File: src/rtl/monopix_ro_pkg.sv
// Shared types for the Monopix readout scheduler: hit word layout, flavours, FSM states.
// Also holds the round-robin pick used when granting a flavour.
package monopix_ro_pkg;

    localparam int SER_BITS = 27;

    typedef struct packed {
        logic [5:0] col;
        logic [5:0] te;
        logic [5:0] le;
        logic [8:0] row;
    } t_data;

    typedef enum logic [1:0] {
        FL_PMOS_NOSF = 2'd0,
        FL_PMOS      = 2'd1,
        FL_COMP      = 2'd2,
        FL_HV        = 2'd3
    } t_flavour;

    typedef enum logic [2:0] {
        ST_IDLE   = 3'd0,
        ST_FREEZE = 3'd1,
        ST_READ   = 3'd2,
        ST_SHIFT  = 3'd3,
        ST_STALL  = 3'd4
    } t_state;

    // Search starts one past the last grant and wraps 3->0; the last hit in the
    // descending loop is the nearest requester.
    function automatic logic [1:0] rr_pick(input logic [3:0] req, input logic [1:0] last);
        logic [1:0] pick;
        logic [1:0] idx;
        pick = last;
        for (int k = 4; k >= 1; k--) begin
            idx = last + 2'(k);
            if (req[idx]) pick = idx;
        end
        return pick;
    endfunction

endpackage

File: src/rtl/ro_gray_dec.sv
// 6-bit Gray-to-binary converter, purely combinational.
// Used for the le/te timestamp fields when RO_GRAY_DECODE_EN is defined.
module ro_gray_dec (
    input  logic [5:0] gray,
    output logic [5:0] bin
);

    always_comb begin
        bin[5] = gray[5];
        for (int i = 4; i >= 0; i--) begin
            bin[i] = bin[i+1] ^ gray[i];
        end
    end

endmodule

File: src/rtl/monopix_ro_sched.sv
// Readout scheduler: grants one pixel flavour at a time, sequences freeze/read, shifts in one hit word.
// Optional RO_GRAY_DECODE_EN converts le/te from Gray to binary on the way into the output register.
//
// state     | meaning
// ST_IDLE   | waiting for an enabled token, round-robin grant
// ST_FREEZE | freeze[sel] held TOKEN_WAIT_CYC cycles, aborts on token drop
// ST_READ   | read[sel] held READ_CYC cycles
// ST_SHIFT  | SER_BITS serial samples, then write or stall
// ST_STALL  | word complete, waiting for output register to free
module monopix_ro_sched
    import monopix_ro_pkg::*;
#(
    parameter int TOKEN_WAIT_CYC = 8,
    parameter int READ_CYC       = 4,
    parameter int SER_BITS       = monopix_ro_pkg::SER_BITS
) (
    input  logic                clk_out,
    input  logic                rst_n,
    input  logic [3:0]          enable,
    input  logic [3:0]          token,
    input  logic [3:0]          data_in,
    output logic [3:0]          read,
    output logic [3:0]          freeze,
    output logic [SER_BITS+1:0] data_out,
    output logic                data_valid,
    input  logic                data_ready
);

    localparam logic [7:0] TW_LAST = 8'(TOKEN_WAIT_CYC - 1);
    localparam logic [7:0] RC_LAST = 8'(READ_CYC - 1);
    localparam logic [7:0] SB_DONE = 8'(SER_BITS);

    t_state              state, state_nxt;
    logic [1:0]          sel, sel_nxt;
    logic [7:0]          phase;
    logic [SER_BITS-1:0] shreg;
    logic                load;
    logic                out_free;
    t_data               word, word_dec;

    assign out_free = !data_valid || data_ready;
    assign word     = t_data'(shreg);

`ifdef RO_GRAY_DECODE_EN
    logic [5:0] le_bin, te_bin;

    ro_gray_dec u_dec_le (.gray(word.le), .bin(le_bin));
    ro_gray_dec u_dec_te (.gray(word.te), .bin(te_bin));

    always_comb begin
        word_dec    = word;
        word_dec.le = le_bin;
        word_dec.te = te_bin;
    end
`else
    assign word_dec = word;
`endif

    always_comb begin
        state_nxt = state;
        sel_nxt   = sel;
        load      = 1'b0;
        case (state)
            ST_IDLE: begin
                if (|(token & enable)) begin
                    sel_nxt   = rr_pick(token & enable, sel);
                    state_nxt = ST_FREEZE;
                end
            end
            ST_FREEZE: begin
                // A lost token while frozen means the hit went away; drop the frame.
                if (!token[sel])           state_nxt = ST_IDLE;
                else if (phase == TW_LAST) state_nxt = ST_READ;
            end
            ST_READ: begin
                if (phase == RC_LAST) state_nxt = ST_SHIFT;
            end
            ST_SHIFT: begin
                if (phase == SB_DONE) begin
                    if (out_free) begin
                        load      = 1'b1;
                        state_nxt = ST_IDLE;
                    end else begin
                        state_nxt = ST_STALL;
                    end
                end
            end
            ST_STALL: begin
                if (out_free) begin
                    load      = 1'b1;
                    state_nxt = ST_IDLE;
                end
            end
            default: state_nxt = ST_IDLE;
        endcase
    end

    always_ff @(posedge clk_out) begin
        if (!rst_n) begin
            state      <= ST_IDLE;
            sel        <= 2'd3;
            phase      <= '0;
            shreg      <= '0;
            read       <= '0;
            freeze     <= '0;
            data_out   <= '0;
            data_valid <= 1'b0;
        end else begin
            state <= state_nxt;
            sel   <= sel_nxt;

            if (state_nxt != state)  phase <= '0;
            else if (phase != 8'hFF) phase <= phase + 8'd1;

            if (state == ST_SHIFT && phase != SB_DONE) begin
                shreg <= {shreg[SER_BITS-2:0], data_in[sel]};
            end

            freeze <= (state_nxt != ST_IDLE) ? (4'b0001 << sel_nxt) : 4'b0000;
            read   <= (state_nxt == ST_READ) ? (4'b0001 << sel_nxt) : 4'b0000;

            if (load) begin
                data_out   <= {sel, word_dec};
                data_valid <= 1'b1;
            end else if (data_valid && data_ready) begin
                data_valid <= 1'b0;
            end
        end
    end

endmodule
File: config.mk
export PLATFORM = sky130hd
export DESIGN_NAME = monopix_ro_sched
export DESIGN_NICKNAME = d
export VERILOG_FILES = /design/src/rtl/monopix_ro_pkg.sv /design/src/rtl/ro_gray_dec.sv /design/src/rtl/monopix_ro_sched.sv
export SDC_FILE = /design/constraint.sdc
export NUM_CORES = 1
export LEC_CHECK = 0
export CORE_MARGIN = 1.5
export CORE_UTILIZATION = 52
export CTS_CLUSTER_SIZE = 24
export DETAILED_ROUTE_END_ITERATION = 16
export GPL_TIMING_DRIVEN = 0
export PLACE_DENSITY = 0.76
export SYNTH_ARGS = -nofsm -noshare
export SYNTH_HDL_FRONTEND = slang
export SYNTH_HIERARCHICAL = 1
export SYNTH_SLANG_ARGS = --single-unit
export TNS_END_PERCENT = 1
File: constraint.sdc
create_clock -name clk_out -period 2.2 [get_ports clk_out]
set_input_delay 0.22 -clock clk_out [delete_from_list [all_inputs] [get_ports clk_out]]
set_output_delay 0.22 -clock clk_out [all_outputs]
set_load 0.005 [all_outputs]
==> results.json <==
{
  "total_placed_cells_including_tap_cells": 511,
  "path_max_fanout": 10,
  "maximum_buffer_depth_of_the_clock_tree": 2,
  "drive_gt1_share_pct": 9.31,
  "fin_area_sq_um": 3960,
  "die_w_um": 80.7,
  "floorplan.io_pins": 53,
  "commonest_non_fill_non_tap_cells_in_the_layout": "sky130_fd_sc_hd__nand2_1 (129), sky130_fd_sc_hd__dfxtp_1 (78), sky130_fd_sc_hd__a21oi_1 (63)",
  "comb_pwr_share_pct": 8.0,
  "synth_top_flop_cell": "sky130_fd_sc_hd__dfxtp_1",
  "cp.required_ns": 2.48,
  "hold_path.startpoint": "rst_n",
  "synth_cells": 385,
  "syn_area_sq_um": 3140,
  "status": "completed",
  "grt_first_pass_wirelength_um": 10900,
  "cell_internal_pwr_mw": 2.08,
  "clkSlewWorstSetupHoldPaths_ns": 0.08,
  "pin_count_of_the_biggest_net_entering_global_routing": 14,
  "die-area_sq_um": 6510,
  "synth-async-reset-ratio_pct": 0,
  "holdPathStages": 2,
  "register_bit_count_reported_by_yosys": 78,
  "utilization_pct": 67.2,
  "synth-edff-count": 0,
  "fin_crit_sh_pct": 93.5,
  "synth.net_count": 402,
  "cts_post_setup_buffers_inserted": 0,
  "tightest_slew_ns": 0.502,
  "worst_r2r_path_depth": 8,
  "power_leakage_nw": 1.36,
  "route.detailed.wl_per_inst_um": 12.6,
  "die_h_um": 80.7,
  "core.rowCount": 28,
  "critPathLaunchType": "flip-flop",
  "clock_tree.root_cell": "sky130_fd_sc_hd__clkbuf_8",
  "report.power.total_mw": 2.73,
  "residual_antenna_violating_net_count_after_detailed_routing": 0,
  "core-area_sq_um": 5890,
  "tritoncts": "built",
  "reg2reg_slack_ns": 0.14,
  "cts_hold_buffers": 0,
  "regToRegStartpoint": "phase[0]",
  "power_per_cell_area_nw_per_um2": 689,
  "num-nets-final": 464,
  "filler_cell_count": 513,
  "synth.yosys.warnings": 6,
  "antenna_found_initial": 0,
  "drc": 0,
  "netSwitchingPower_mw": 0.646,
  "initial_cell_density_of_the_core_pct": 53.4,
  "critical_path.endpoint_type": "flip-flop",
  "diodes": 0,
  "power.sequential.fraction_pct": 53.0,
  "cts-htree-levels": 3,
  "pwr-share-clk_pct": 39.1,
  "first_global_vias": 2442,
  "post_cts_resize_count": 0,
  "worst-endpoint-arrival_ns": 2.33,
  "worstSkewPairLatency_ns": 0.35,
  "setup_tns_ns": 0,
  "drv_cap": 0,
  "layout.cells.non_filler": 526,
  "ys_types": 43,
  "grt_residual_overflow": 0,
  "globalplace.congestion": 0.849,
  "route.final.wire_length_um": 6620,
  "drt_pass1_iterations": 7,
  "final-max-slew-violation-count": 0,
  "layout.cells.most_common": "sky130_fd_sc_hd__nand2_1",
  "post_drt_via_cell_ratio": 5.31,
  "num_vias": 2794,
  "timing_hold_violations_final": 0,
  "final_worst_hold_slack_ns": 0.196,
  "areaGrowthSynthToFinish_pct": 25.9,
  "whs_endpoint": "sel[1]",
  "timing.critical_path.from": "phase[0]",
  "critPathKind": "reg -> reg",
  "dpl.hpwl_um": 4400,
  "min-delay-path-class": "in -> reg",
  "detail_route.iter0.violations": 155,
  "rsz0062_at_grt": "no",
  "period_needed_ns": 2.06,
  "place_ws_ns": 0.0918,
  "slew_margin_rel_pct": 66.5,
  "setup_skew_after_layout_ns": 0.00994,
  "port-buffer-count": 51,
  "peakVddDrop_mv": 0.387,
  "sw_frac_of_total_pct": 23.7,
  "crit_path_setup_slack_layout_ns": 0.143,
  "crit-reg2reg-capture": "data_out[19]",
  "cts_made_buffers": 9,
  "dpl_cell_area_sq_um": 3740,
  "tritoncts_sinks": 78,
  "timing.fmax_mhz": 486,
  "globalRouteTotalUtil_pct": 21.7,
  "finalSetupViolations": 0,
  "syn-mean-instance-area_sq_um": 8.16,
  "ys_seq_area_share_pct": 49.7
}
-- cell usage after synthesis, drive strengths merged, types with 4 or more instances --
library cell / instances / area, sq um
nor3: 16 / 80.1
clkbuf: 7 / 26.3
nand3: 8 / 40.0
buf: 17 / 103
nand4: 4 / 25.0
nand2: 129 / 484
a21oi: 63 / 315
nor2: 13 / 48.8
dfxtp: 78 / 1560
and4: 4 / 35.0
-- cells by family after synthesis --
logic type	share of synthesized area [%]
AND/OR/NAND/NOR	27.7
AO/OA/AOI/OAI	15.2
flip-flops	49.7
buffers and inverters	4.34
multiplexers	1.67
XOR/XNOR	0.558
adder cells (fa/ha/maj)	0.797
-- layer usage --
layer	routed length, um	global-route usage [%]	vias to the layer above
li1	-	-	1432
met1	3180	28.4	1292
met2	3040	33.6	64
met3	347	7.27	6
met4	57	7.07	0
met5	0	0	-
-- worst max-delay path by stage --
stage	end	slack [ns]	cells past startpoint
floorplan	data_out[18]	0.39	8
global placement	data_out[18]	0.15	8
detailed placement	data_out[19]	0.09	8
CTS	data_out[19]	0.06	8
global route	data_out[24]	0.007	8
finish	data_out[19]	0.14	8
-- worst max-delay path, cell delays in order (launching register included) --
cell and delay [ns]:
sky130_fd_sc_hd__dfxtp_1 0.36, sky130_fd_sc_hd__ha_1 0.29, sky130_fd_sc_hd__and3_2 0.29, sky130_fd_sc_hd__a32oi_2 0.27, sky130_fd_sc_hd__or2_1 0.16, sky130_fd_sc_hd__buf_2 0.24
sky130_fd_sc_hd__buf_6 0.17, sky130_fd_sc_hd__nand2_1 0.07, sky130_fd_sc_hd__a21oi_1 0.14
-- area by class of cell --
class / instances / area [sq um] / area share (%)
Sequential cell: 78 / 1560 / 39.5
Multi-Input combinational cell: 281 / 1460 / 36.9
Timing Repair Buffer: 51 / 510 / 12.9
Clock buffer: 10 / 138 / 3.48
Buffer: 24 / 129 / 3.26
Tap cell: 75 / 93.8 / 2.37
Clock inverter: 5 / 57.6 / 1.46
Inverter: 2 / 7.51 / 0.190
-- registers in the layout, summed over array words and instances, names as in the netlist --
name and flops:
data_valid 1, data_out 29, phase 8, read 4
freeze 4, sel 2, shreg 27, state 3
-- power by group through the flow --
stage          logic (mW)  clock network (mW)  registers (mW)
3_5_place_dp        0.214                   0            1.48
3_3_place_gp        0.211                   0            1.48
4_1_cts             0.215                1.09            1.44
6_report            0.218                1.06            1.44
2_1_floorplan       0.139                   0            1.47
5_1_grt             0.242                1.16            1.45
(Power assumes the default switching activity.)
==> RTL change 1: new RTL, same settings <==
`TOKEN_WAIT_CYC`: 8 -> 7.
--- a/src/rtl/monopix_ro_sched.sv
+++ b/src/rtl/monopix_ro_sched.sv
@@ -10,7 +10,7 @@
 module monopix_ro_sched
     import monopix_ro_pkg::*;
 #(
-    parameter int TOKEN_WAIT_CYC = 8,
+    parameter int TOKEN_WAIT_CYC = 7,
     parameter int READ_CYC       = 4,
     parameter int SER_BITS       = monopix_ro_pkg::SER_BITS
 ) (
Function: changed (a bounded check fails within 10 cycles, from zero or initial values and one cycle with rst_n low).
==> RTL change 1 against the unedited design <==
  * Setup slack worse by 0.018 ns
  * Wire length rose by 5.7%
  * Final area up 5.1%
  * Non-clock buffer count did not move
  * Area after synthesis grew 6.2%
  * Sequential cell count unchanged
  * Largest cell class is now multi-input combinational cells
  * Combinational power increased by 16%
  * Power decreased by 0.25%
==> RTL change 1: results (changes against the unedited design) <==
Placed design
  • RePlAce Congestion: 0.831 (-2.1%)
  • HPWL Detailed: 5020 µm (+14%)
  • Area after DPL: 3950 µm² (+5.4%)
  • Post-Place Worst Slack: -0.0269 ns (-0.119 ns)
  • Port bufs: 52 (+2.0%)

Layout
  • Antenna fix cells: 0 (unchanged)
  • Filler instances: 516 (+0.58%)
  • Register area: 1560 µm² (unchanged)
  • Nets: 469 (+1.1%)
  • Share of cells above drive strength 1: 0.0875 (-0.00560)

Synthesis
  • Multiplexer share of the synthesized area: 0.0161 (-0.000598)
  • Post-synthesis adder-cell area fraction: 0.00750 (-0.000463)
  • Yosys cell types: 60 (+40%)
  • Top FF cell, synth: dfxtp_1
  • Share of flip-flops with an asynchronous set or reset: 0 (unchanged)
  • Register area share after synthesis: 0.468 (-0.0289)
  • Syn. warnings: 6 (unchanged)
  • Post-synthesis xor/xnor area fraction: 0.00788 (+0.00230)
  • Commonest cells in the netlist: nand2_1, dfxtp_1, a21boi_1
  • Compound-cell area share of the yosys netlist: 0.206 (+0.0546)
  • Mapped Nets: 406 (+1.0%)
  • Largest cells by area after synthesis: dfxtp_1, nand2_1, a21boi_1

Timing
  • Worst-Margin Slew: 0.697 ns (+0.195 ns)
  • Minimum clock period: 2.07 ns (+0.0179 ns)
  • Clock skew: 0.00672 ns (-0.00322 ns)

Clock tree
  • H-tree Lvls: 3 (unchanged)
  • Clock Path Buffers: 2 (unchanged)
  • Clock slew at reported path FFs: 0.08 ns (about the same)
  • Later-pin clock latency in the skew report: approximately 0.34 ns
  • Root Buffer: clkbuf_8

Critical path
  • Crit-path max FO: 10 (unchanged)
  • Worst reg-to-reg setup slack: 0.13 ns (-0.02 ns)
  • Worst Path Arrival: 2.34 ns

Global route
  • Global-route wire length before repair: 12100 µm (+10%)
  • Vias in the first global route: 2584 (+5.8%)
  • Initial antenna violation count: 0 (unchanged)
  • GRT Overall Usage: 0.212 (-0.00515)
  • Pin count of the biggest net entering global routing: 14 (unchanged)

Drt
  • DR WL/cell: 13.2 µm (+4.5%)
  • Vias: 2858 (+2.3%)
  • Initial DRC count: 135 (-13%)
  • DRT Pass-1 Iters: 4 (-3)

Pwr
  • Peak VDD IR: 0.444 mV (+15%)
  • Lkg Pwr: 1.42 nW (+4.2%)

Hold path
  • Worst min-delay path class: reg -> reg

Outcome
  • Status: finished clean
-- RTL change 1: area by class of cell --
class,count,share of cell area
inverters,5,0.00452
clock inverters,4,0.00692
plain buffers,23,0.0244
multi-input cells,283,0.401
flip-flops and latches,78,0.376
clock buffers,12,0.0397
repair buffers,52,0.125
well taps,75,0.0226
-- RTL change 1: per-stage QoR --
step | setup TNS [ns] | std cells | hold WS [ns]
2_1_floorplan | 0 | 389 | 0.431
3_3_place_gp | -0.00437 | 516 | 0.441
3_5_place_dp | -0.0269 | 516 | 0.444
4_1_cts | 0 | 532 | 0.456
5_1_grt | -0.188 | 532 | 0.473
6_report | 0 | 532 | 0.451
-- RTL change 1: where the power goes --
part / internal, mW / switching, mW
Clock: 0.505 / 0.522
Combinational: 0.121 / 0.132
Sequential: 1.43 / 0.0127
Total: 2.05 / 0.667
-- RTL change 1: cells by family after synthesis --
group                    after synthesis
AND/OR/NAND/NOR                      185
AO/OA/AOI/OAI                         89
flip-flops                            78
buffers and inverters                 28
multiplexers                           4
XOR/XNOR                               3
adder cells (fa/ha/maj)                2
-- RTL change 1: worst paths after layout --
| path | startpoint | endpoint | cells past startpoint |
|---|---|---|---|
| worst max-delay path | phase[0]$_SDFFE_PP0P_ | data_out[19]$_SDFFE_PN0P_ | 8 |
| worst min-delay path | data_out[25]$_SDFFE_PN0P_ | data_out[25]$_SDFFE_PN0P_ | 2 |
| worst max register to register | phase[0]$_SDFFE_PP0P_ | data_out[19]$_SDFFE_PN0P_ | 8 |
| worst min register to register | data_out[25]$_SDFFE_PN0P_ | data_out[25]$_SDFFE_PN0P_ | 2 |
-- RTL change 1: critical path, cell delays in order (launching register included) --
cell and delay (ns):
dfxtp_1 0.35, ha_2 0.24, and4b_1 0.25, a32oi_1 0.30
or2_1 0.16, buf_2 0.21, buf_2 0.25, nand2_1 0.09
a21boi_1 0.16
-- RTL change 1: per-layer routing --
| layer | share of wire | GRT usage | vias up |
|---|---|---|---|
| met5 | 0 | 0 | - |
| met4 | 0.014 | 0.0576 | 0 |
| met3 | 0.035 | 0.0547 | 9 |
| met2 | 0.46 | 0.333 | 58 |
| met1 | 0.49 | 0.290 | 1333 |
| li1 | - | - | 1458 |
-- RTL change 1: what timing repair did --
action | in CTS | in global routing
setup endpoints to repair | 0 | 49
hold buffers | 0 | 0
resized for setup | 0 | 2
==> RTL change 2: new RTL, same flow settings <==
Without the edit above. The 5 states of `t_state` get a one-hot encoding in 5 bits.
--- a/src/rtl/monopix_ro_pkg.sv
+++ b/src/rtl/monopix_ro_pkg.sv
@@ -18,12 +18,12 @@
         FL_HV        = 2'd3
     } t_flavour;
 
-    typedef enum logic [2:0] {
-        ST_IDLE   = 3'd0,
-        ST_FREEZE = 3'd1,
-        ST_READ   = 3'd2,
-        ST_SHIFT  = 3'd3,
-        ST_STALL  = 3'd4
+    typedef enum logic [4:0] {
+        ST_IDLE   = 5'b00001,
+        ST_FREEZE = 5'b00010,
+        ST_READ   = 5'b00100,
+        ST_SHIFT  = 5'b01000,
+        ST_STALL  = 5'b10000
     } t_state;
 
     // Search starts one past the last grant and wraps 3->0; the last hit in the
Behaviour: same outputs for any inputs over 10 cycles, from zero or initial values and one cycle with rst_n low; not proved beyond that.
==> RTL change 2 against the unedited design <==
  * Setup slack improved by 0.00090 ns
  * Non-clock buffer count down 4
  * Area after synthesis increased by 10%
  * Final area grew 8.6%
  * Power rose by 4.9%
  * Sequential cell count is 2 higher
  * Wire length up 4.8%
  * Sequential share of layout area decreased by 2.2 points
  * Critical endpoint is now phase[2]$_SDFFE_PP0P_
  * Largest cell class is now multi-input combinational cells
==> RTL change 2: results (changes against the unedited design) <==
Synthesis
  • Post-synthesis xor/xnor area fraction: 0.00506 (-0.000518)
  • Compound-cell area share of the yosys netlist: 0.141 (-0.0112)
  • Yosys cell types: 56 (+30%)
  • Largest cells by area after synthesis: dfxtp_1, mux2i_1, nand2_1
  • Multiplexer share of the synthesized area: 0.103 (+0.0859)
  • Top FF cell, synth: dfxtp_1
  • Register area share after synthesis: 0.463 (-0.0346)
  • Share of flip-flops with an asynchronous set or reset: 0 (unchanged)
  • Post-synthesis adder-cell area fraction: 0.0101 (+0.00215)
  • Syn. warnings: 6 (unchanged)
  • Commonest cells in the netlist: dfxtp_1, nand2_1, nor2b_1
  • Mapped Nets: 387 (-3.7%)

Clock tree
  • Clock Path Buffers: 2 (unchanged)
  • Root Buffer: clkbuf_8
  • CTS Buf Count: 9 (unchanged)
  • Setup repair bufs after CTS: 0 (unchanged)
  • H-tree Lvls: 3 (unchanged)
  • Later-pin clock latency in the skew report: 0.35 ns (about the same)
  • Clock slew at reported path FFs: 0.08 ns (about the same)

Placed design
  • Port bufs: 51 (unchanged)
  • HPWL Detailed: 5110 µm (+16%)
  • RePlAce Congestion: 0.907 (+6.8%)
  • Area after DPL: 4070 µm² (+8.7%)
  • Post-Place Worst Slack: -0.0529 ns (-0.145 ns)

Critical path
  • Crit-path max FO: 10 (unchanged)
  • Worst Path Arrival: 2.29 ns (-0.04 ns)
  • Worst r2r path cells: 6 (-2)

Outcome
  • Status: finished clean

Layout
  • Share of cells above drive strength 1: 0.101 (+0.00756)
  • Filler instances: 528 (+2.9%)
  • Biggest regs: data_out (29), shreg (27), phase (8)
  • Antenna fix cells: 0 (unchanged)
  • Nets: 449 (-3.2%)

Drt
  • DR WL/cell: 13.5 µm (+7.2%)
  • Vias: 2795 (+0.036%)
  • Initial DRC count: 100 (-35%)
  • DRT Pass-1 Iters: 4 (-3)
  • ANT nets after route: 0 (unchanged)

Global route
  • Initial antenna violation count: 0 (unchanged)
  • GRT Overall Usage: 0.207 (-0.00977)
  • Vias in the first global route: 2578 (+5.6%)
  • Global-route wire length before repair: 12000 µm (+9.8%)
  • Pin count of the biggest net entering global routing: 15 (+1)

Timing
  • Clock skew: 0.0109 ns (+0.000984 ns)
  • Worst-Margin Slew: 0.599 ns (+0.0970 ns)

Pwr
  • Peak VDD IR: 0.478 mV (+23%)
  • Lkg Pwr: 1.66 nW (+22%)

Hold path
  • Worst min-delay path class: in -> reg
  • WHS Path Cells: 2 (unchanged)

Flow run
  • Max Cap Violations: 0 (unchanged)
-- RTL change 2: cell types whose count changed after synthesis, sizes merged, moves of 6 or more --
cell,change
nand2,-55
nor2b,+32
o211ai,+6
mux2i,+28
a21oi,-56
nor2,-9
a21boi,+27
buf,-7
-- RTL change 2: final cells by class --
type | instances | area (µm²) | area share
buffer | 20 | 111 | 0.0259
clock buffer | 9 | 124 | 0.0288
clock inverter | 7 | 70.1 | 0.0163
inverter | 2 | 7.51 | 0.00175
multi-input combinational | 268 | 1770 | 0.413
sequential | 80 | 1600 | 0.373
tap | 77 | 96.3 | 0.0224
timing repair buffer | 51 | 510 | 0.119
-- RTL change 2: cells by family after synthesis --
kind of cell             count (synthesis)
buffers and inverters                   22
multiplexers                            34
AND/OR/NAND/NOR                        164
XOR/XNOR                                 2
AO/OA/AOI/OAI                           65
flip-flops                              80
adder cells (fa/ha/maj)                  3
-- RTL change 2: path summary, 6_finish.rpt --
check                             start               endpoint  slack [ns]
setup / recovery      sel[0]$_SDFF_PN1_  phase[2]$_SDFFE_PP0P_        0.14
hold / removal                    rst_n  shreg[1]$_SDFFE_PN0P_        0.20
setup reg to reg      sel[0]$_SDFF_PN1_  phase[2]$_SDFFE_PP0P_        0.14
hold reg to reg   shreg[4]$_SDFFE_PN0P_  shreg[5]$_SDFFE_PN0P_        0.47
-- RTL change 2: timing repair --
item,in CTS,in global routing
pin swaps,0,0
setup endpoints to repair,10,40
cloned,0,0
resized for setup,1,10
-- RTL change 2: routing by layer --
layer,vias to the layer above,global-route usage,part of all wire
li1,1420,-,-
met1,1304,0.270,0.46
met2,60,0.337,0.48
met3,11,0.0452,0.035
met4,0,0.0777,0.016
met5,-,0,0
-- RTL change 2: metrics by stage --
step	setup TNS, ns	cells
2_1_floorplan	0	370
3_3_place_gp	-0.00456	498
3_5_place_dp	-0.322	498
4_1_cts	0	514
5_1_grt	-0.00889	514
6_report	0	514
-- RTL change 2: report_power, final --
group / internal (mW) / leakage [nW] / total (mW) / switching (mW)
clock: 0.523 / 0.0994 / 1.05 / 0.531
combinational: 0.148 / 0.919 / 0.316 / 0.168
sequential: 1.47 / 0.646 / 1.49 / 0.0196
-- RTL change 2: worst max-delay path, stage by stage, from the launching register on --
cell      delay [ns]
dfxtp_1         0.35
buf_2           0.24
mux2_2          0.35
a22oi_1         0.35
o211ai_1        0.25
a21oi_4         0.30
nor3_1          0.09
